`src/rtl/bus_gnrtr_arbiter.sv`:
```
// Shared-bus generator: per bus, a round-robin arbiter pops one packet from a pending
// device FIFO and pushes it to the device(s) named by the packet's 8-bit ID field.
module bus_gnrtr_arbiter #(
  parameter int         bits      = 1,
  parameter int         drvrs     = 4,
  parameter int         pckg_sz   = 16,
  parameter logic [7:0] broadcast = 8'hFF
) (
  input  logic                           clk,
  input  logic                           reset,
  input  logic [bits*drvrs-1:0]          pndng,
  input  logic [bits*drvrs*pckg_sz-1:0]  D_pop,
  output logic [bits*drvrs-1:0]          pop,
  output logic [bits*drvrs-1:0]          push,
  output logic [bits*drvrs*pckg_sz-1:0]  D_push
);

  localparam int PW = (drvrs > 1) ? $clog2(drvrs) : 1;

  typedef enum logic [1:0] {IDLE, POP, PUSH} state_t;

  // First pending device at or after ptr, wrapping modulo drvrs.
  function automatic logic [PW-1:0] pick(input logic [drvrs-1:0] pnd, input logic [PW-1:0] ptr);
    logic [PW-1:0] idx;
    pick = ptr;
    for (int k = drvrs - 1; k >= 0; k--) begin
      idx = PW'((int'(ptr) + k) % drvrs);
      if (pnd[idx]) pick = idx;
    end
  endfunction

  function automatic logic [PW-1:0] next_ptr(input logic [PW-1:0] g);
    next_ptr = (int'(g) == drvrs - 1) ? '0 : g + PW'(1);
  endfunction

  for (genvar b = 0; b < bits; b++) begin : g_bus
    state_t              state, state_nxt;
    logic [PW-1:0]       ptr, grant;
    logic [pckg_sz-1:0]  pkt;
    logic [pckg_sz-1:0]  heads [drvrs];
    logic [drvrs-1:0]    pnd_bus, pop_bus, push_bus, src_onehot;
    logic [7:0]          id;

    assign pnd_bus = pndng[b*drvrs +: drvrs];
    assign id      = pkt[pckg_sz-1 -: 8];

    for (genvar d = 0; d < drvrs; d++) begin : g_dev
      assign heads[d] = D_pop[(b*drvrs+d)*pckg_sz +: pckg_sz];
      assign D_push[(b*drvrs+d)*pckg_sz +: pckg_sz] = pkt;
    end

    always_ff @(posedge clk or posedge reset) begin
      if (reset) begin
        state <= IDLE;
        ptr   <= '0;
        grant <= '0;
        pkt   <= '0;
      end else begin
        state <= state_nxt;
        if (state == IDLE && |pnd_bus) grant <= pick(pnd_bus, ptr);
        if (state == POP) begin
          pkt <= heads[grant];
          ptr <= next_ptr(grant);
        end
      end
    end

    always_comb begin
      state_nxt = state;
      case (state)
        IDLE:    if (|pnd_bus) state_nxt = POP;
        POP:     state_nxt = PUSH;
        PUSH:    state_nxt = IDLE;
        default: state_nxt = IDLE;
      endcase
    end

    // Grant is stable through PUSH, so it still identifies the source for broadcast.
    always_comb begin
      pop_bus    = '0;
      push_bus   = '0;
      src_onehot = '0;
      src_onehot[grant] = 1'b1;
      if (state == POP) pop_bus = src_onehot;
      if (state == PUSH) begin
        if (id == broadcast)        push_bus = ~src_onehot;
        else if (int'(id) < drvrs)  push_bus[id[PW-1:0]] = 1'b1;
      end
    end

    assign pop[b*drvrs +: drvrs]  = pop_bus;
    assign push[b*drvrs +: drvrs] = push_bus;
  end

endmodule

```
`config.mk`:
```
export PLATFORM = sky130hd
export DESIGN_NAME = bus_gnrtr_arbiter
export DESIGN_NICKNAME = d
export VERILOG_FILES = /design/src/rtl/bus_gnrtr_arbiter.sv
export SDC_FILE = /design/constraint.sdc
export NUM_CORES = 1
export LEC_CHECK = 0
export CAP_MARGIN = 20
export CORE_UTILIZATION = 31
export DETAILED_ROUTE_END_ITERATION = 16
export PLACE_DENSITY = 0.78
export SYNTH_ARGS = -nofsm -noshare
export SYNTH_HDL_FRONTEND = slang
export SYNTH_SLANG_ARGS = --single-unit
export TNS_END_PERCENT = 1
```
`constraint.sdc`:
```
create_clock -name clk -period 1.6 [get_ports clk]
set_input_delay 0.48 -clock clk [delete_from_list [all_inputs] [get_ports clk]]
set_output_delay 0.48 -clock clk [all_outputs]
set_load 0.005 [all_outputs]
```
==> out/results.tsv <==
stage	metric	value	unit
final_layout	final net count	363	
sta	Clock Skews	0.0115	ns
synth	multiplexer share of the synthesized area	31.5	%
drt	starting DRC count in detailed routing	40	
sta	actual slew at the worst max-slew pin	0.398	ns
pwr	VDD IR max	0.659	mV
final_layout	share of layout cells above drive strength 1	35.1	%
sta	Tcrit/Tclk final	136	%
drt	WL per Instance	14.7	um
synth	asr flop ratio synth	100	%
clock_tree	CTS tree	done	
final_layout	filler instances	524	
sta	RSZ-0062 raised after global routing	true	
clock_tree	Root Driver	clkbuf_8	
floorplan	die width	79.7	um
worst_hold_path	Tightest Hold Check Type	primary input to asynchronous set/reset pin	
setup_path	slowest CP cell	dfrtp_1	
clock_tree	Max Buffers Root-to-Sink	2	
floorplan	DIE HEIGHT	79.7	um
place	port buffer count	141	
flow_run	max-cap violation count	0	
grt	initial antenna violation count	0	
clock_tree	CTS H-tree lvls	1	
sta	hold_ws	0.509	ns
grt	vias in the first global route	1691	
sta	Slew HR	73.3	%
synth	Most used DFF post-synth	dfrtp_1	
drt	via count	1662	
place	dpl hpwl	4420	um
pwr	LEAKAGE	0.00145	uW
sta	final hold violations	0	
grt	first-pass GRT wire length	8050	um
setup_path	critical path peak fanout	3	
drt	drt drc	0	
synth	Synth cell types	28	
grt	Remaining Overflow, GRT	0	
sta	Final WS setup	-0.574	ns
synth	Syn Area/Cell	11.6	um2
synth	synthesized-area fraction occupied by adder cells	2.67	%
synth	sequential fraction of the synthesis area	29.4	%
clock_tree	clk sinks	22	
setup_path	CP Launch Type	flip-flop	
sta	max frequency	460	MHz
setup_path	critical path required time	1.12	ns
floorplan	initial core utilization	33.0	%
sta	Max Slew Vio Count	0	
synth	Synth Area in XOR/XNOR	0	%
synth	fraction of the mapped netlist area in simple logic gates	7.08	%
setup_path	CP Cell Sequence	nor4_2 > nand2_1 > buf_4 > o32a_1 > nor2_1 > buf_2	
sta	Tmin final	2.17	ns
synth	synthesized area	1870	um2
pwr	total power	5140	uW
synth	post-synthesis net count	236	
synth	Yosys reg bits	22	
final_layout	area grow syn2layout	69.9	%
setup_path	Worst Setup End Kind	output pin	
setup_path	kind of critical path	flip-flop to output pin	
setup_path	CP peak stage delay	0.40	ns
outcome	status	complete, but fails checks	
setup_path	Critical Path AT	1.69	ns
synth	gate count after technology mapping	162	
outcome	failing checks	negative setup slack	
floorplan	total die area	6360	um2
final_layout	Core Util, Final	56.1	%
setup_path	Buffers & Inverters on Critical Path	2	
drt	final WL	5280	um
pwr	Power Density	1620	nW/um2
drt	post-route ant nets	0	
floorplan	Ports	142	
setup_path	delay-heaviest family, CP	simple AND/OR/NAND/NOR gates	
sta	Final Setup Violations	8	
place	Setup WS pre-CTS	-0.628	ns
place	GP Congestion	0.860	
synth	Synth Warn #	0	
grt	largest net degree at the start of global routing	16	
synth	post-synthesis compound-gate area fraction	5.81	%
clock_tree	hold-fix buffers at CTS	0	
grt	Total GRT Usage	16.6	%
drt	drt pass-1 iters	4	
clock_tree	CTS Buf Count	3	
drt	vias per cell	4.62	
floorplan	Core Rows	27	
final_layout	ant diodes	0	
floorplan	core area	5680	um2
clock_tree	worst skew pair latency	0.26	ns
synth	Post-synth EDFFs	0	
clock_tree	Clock transition at path regs	0.09	ns
synth	largest family of logic cells by synthesized area	multiplexers	
## per-layer routing
metal  routed length [um]  global-route usage (%)
met1                 2050                    19.7
met2                 2830                    31.6
met3                  341                    2.97
met4                   52                    2.32
met5                    0                       0
## worst paths after layout
check	from	to	slack, ns	cells after the start
worst max-delay path	g_bus[0].pkt[13]	push[2]	-0.57	6
worst min-delay path	reset	g_bus[0].pkt[5]	0.51	3
max in group asynchronous	reset	g_bus[0].grant[1]	0.88	3
worst min register to register	g_bus[0].pkt[6]	g_bus[0].pkt[6]	0.56	1
min in group clk	g_bus[0].pkt[6]	g_bus[0].pkt[6]	0.56	1
worst max register to register	g_bus[0].grant[0]	g_bus[0].pkt[1]	0.01	3
## state kept, by name, summed over array words and instances, names as in the netlist
register,flops
g_bus.state,2
g_bus.grant,2
g_bus.ptr,2
g_bus.pkt,16
## timing repair
item / 4_1_cts / 5_1_grt
hold endpoints to repair: 0 / 0
pin swaps: 2 / 1
buffers inserted: 7 / 0
resized for setup: 114 / 33
endpoints found under the setup margin: 83 / 35
## cells in the mapped netlist, drive strengths merged, types with 3 or more instances
cell     n  area [um2]
buf     54         412
dfrtp   22         551
mux4    16         398
mux2    15         191
nor2     8        30.0
inv      7        26.3
o21ai    7        35.0
nand2    6        22.5
and2     4        25.0
ha       4        50.1
nand2b   3        18.8
o32a     3        30.0
## where the power goes
| group | internal [uW] | switching (uW) |
|---|---|---|
| Clock | 334 | 184 |
| Sequential | 859 | 278 |
| Combinational | 2170 | 1310 |
| Total | 3370 | 1770 |
## kinds of logic (layout without fill, tap and decap cells)
logic type / Yosys count / in the layout
AOI/OAI and AO/OA: 16 / 16
adders and majority gates: 4 / 4
buffers and inverters: 62 / 188
DFF: 22 / 22
muxes: 31 / 31
and+or+nand+nor: 27 / 27
## area by class of cell
type | instances | area, um2 | share of cell area (%)
well taps | 72 | 90.1 | 2.83
inverters | 7 | 26.3 | 0.826
clock buffers | 3 | 41.3 | 1.30
clock inverters | 1 | 30.0 | 0.944
repair buffers | 177 | 1530 | 48.1
multi-input cells | 78 | 907 | 28.5
flip-flops and latches | 22 | 556 | 17.5
## stage by stage
stage / instances / instance area [um2] / TNS, ns
after detailed placement: 349 / 3190 / -6.04
after CTS: 360 / 3220 / -4.41
after global placement: 349 / 3190 / -5.62
final: 360 / 3180 / -3.35
after floorplan: 162 / 1880 / -0.311
after global routing: 360 / 3180 / -4.10
## cell usage in the layout (no fill, tap or decap), drive strengths merged
cell type / synthesis / routed
nor2: 8 / 8
nand2b: 3 / 3
o21ai: 7 / 7
ha: 4 / 4
clkdlybuf4s15: 0 / 6
a221oi: 1 / 1
and2: 4 / 4
mux2: 15 / 15
nor4: 2 / 2
buf: 54 / 47
nand2: 6 / 6
a31oi: 2 / 2
nand4: 1 / 1
or3: 1 / 1
o22a: 1 / 1
o32a: 3 / 3
mux4: 16 / 16
nor3: 1 / 1
o211ai: 1 / 1
dlygate4sd2: 0 / 39
clkbuf: 1 / 18
inv: 7 / 7
clkdlybuf4s50: 0 / 70
dfrtp: 22 / 22
bufinv: 0 / 1
nor2b: 1 / 1
o22ai: 1 / 1
## worst reg2reg max path, delay by kind of cell, from the launching register on
kind,cells,cell delay (ns)
buffers and inverters,1,0.20
multiplexers,2,0.83
flip-flops,1,0.44
Note: power is estimated with default switching activity, not from simulation.
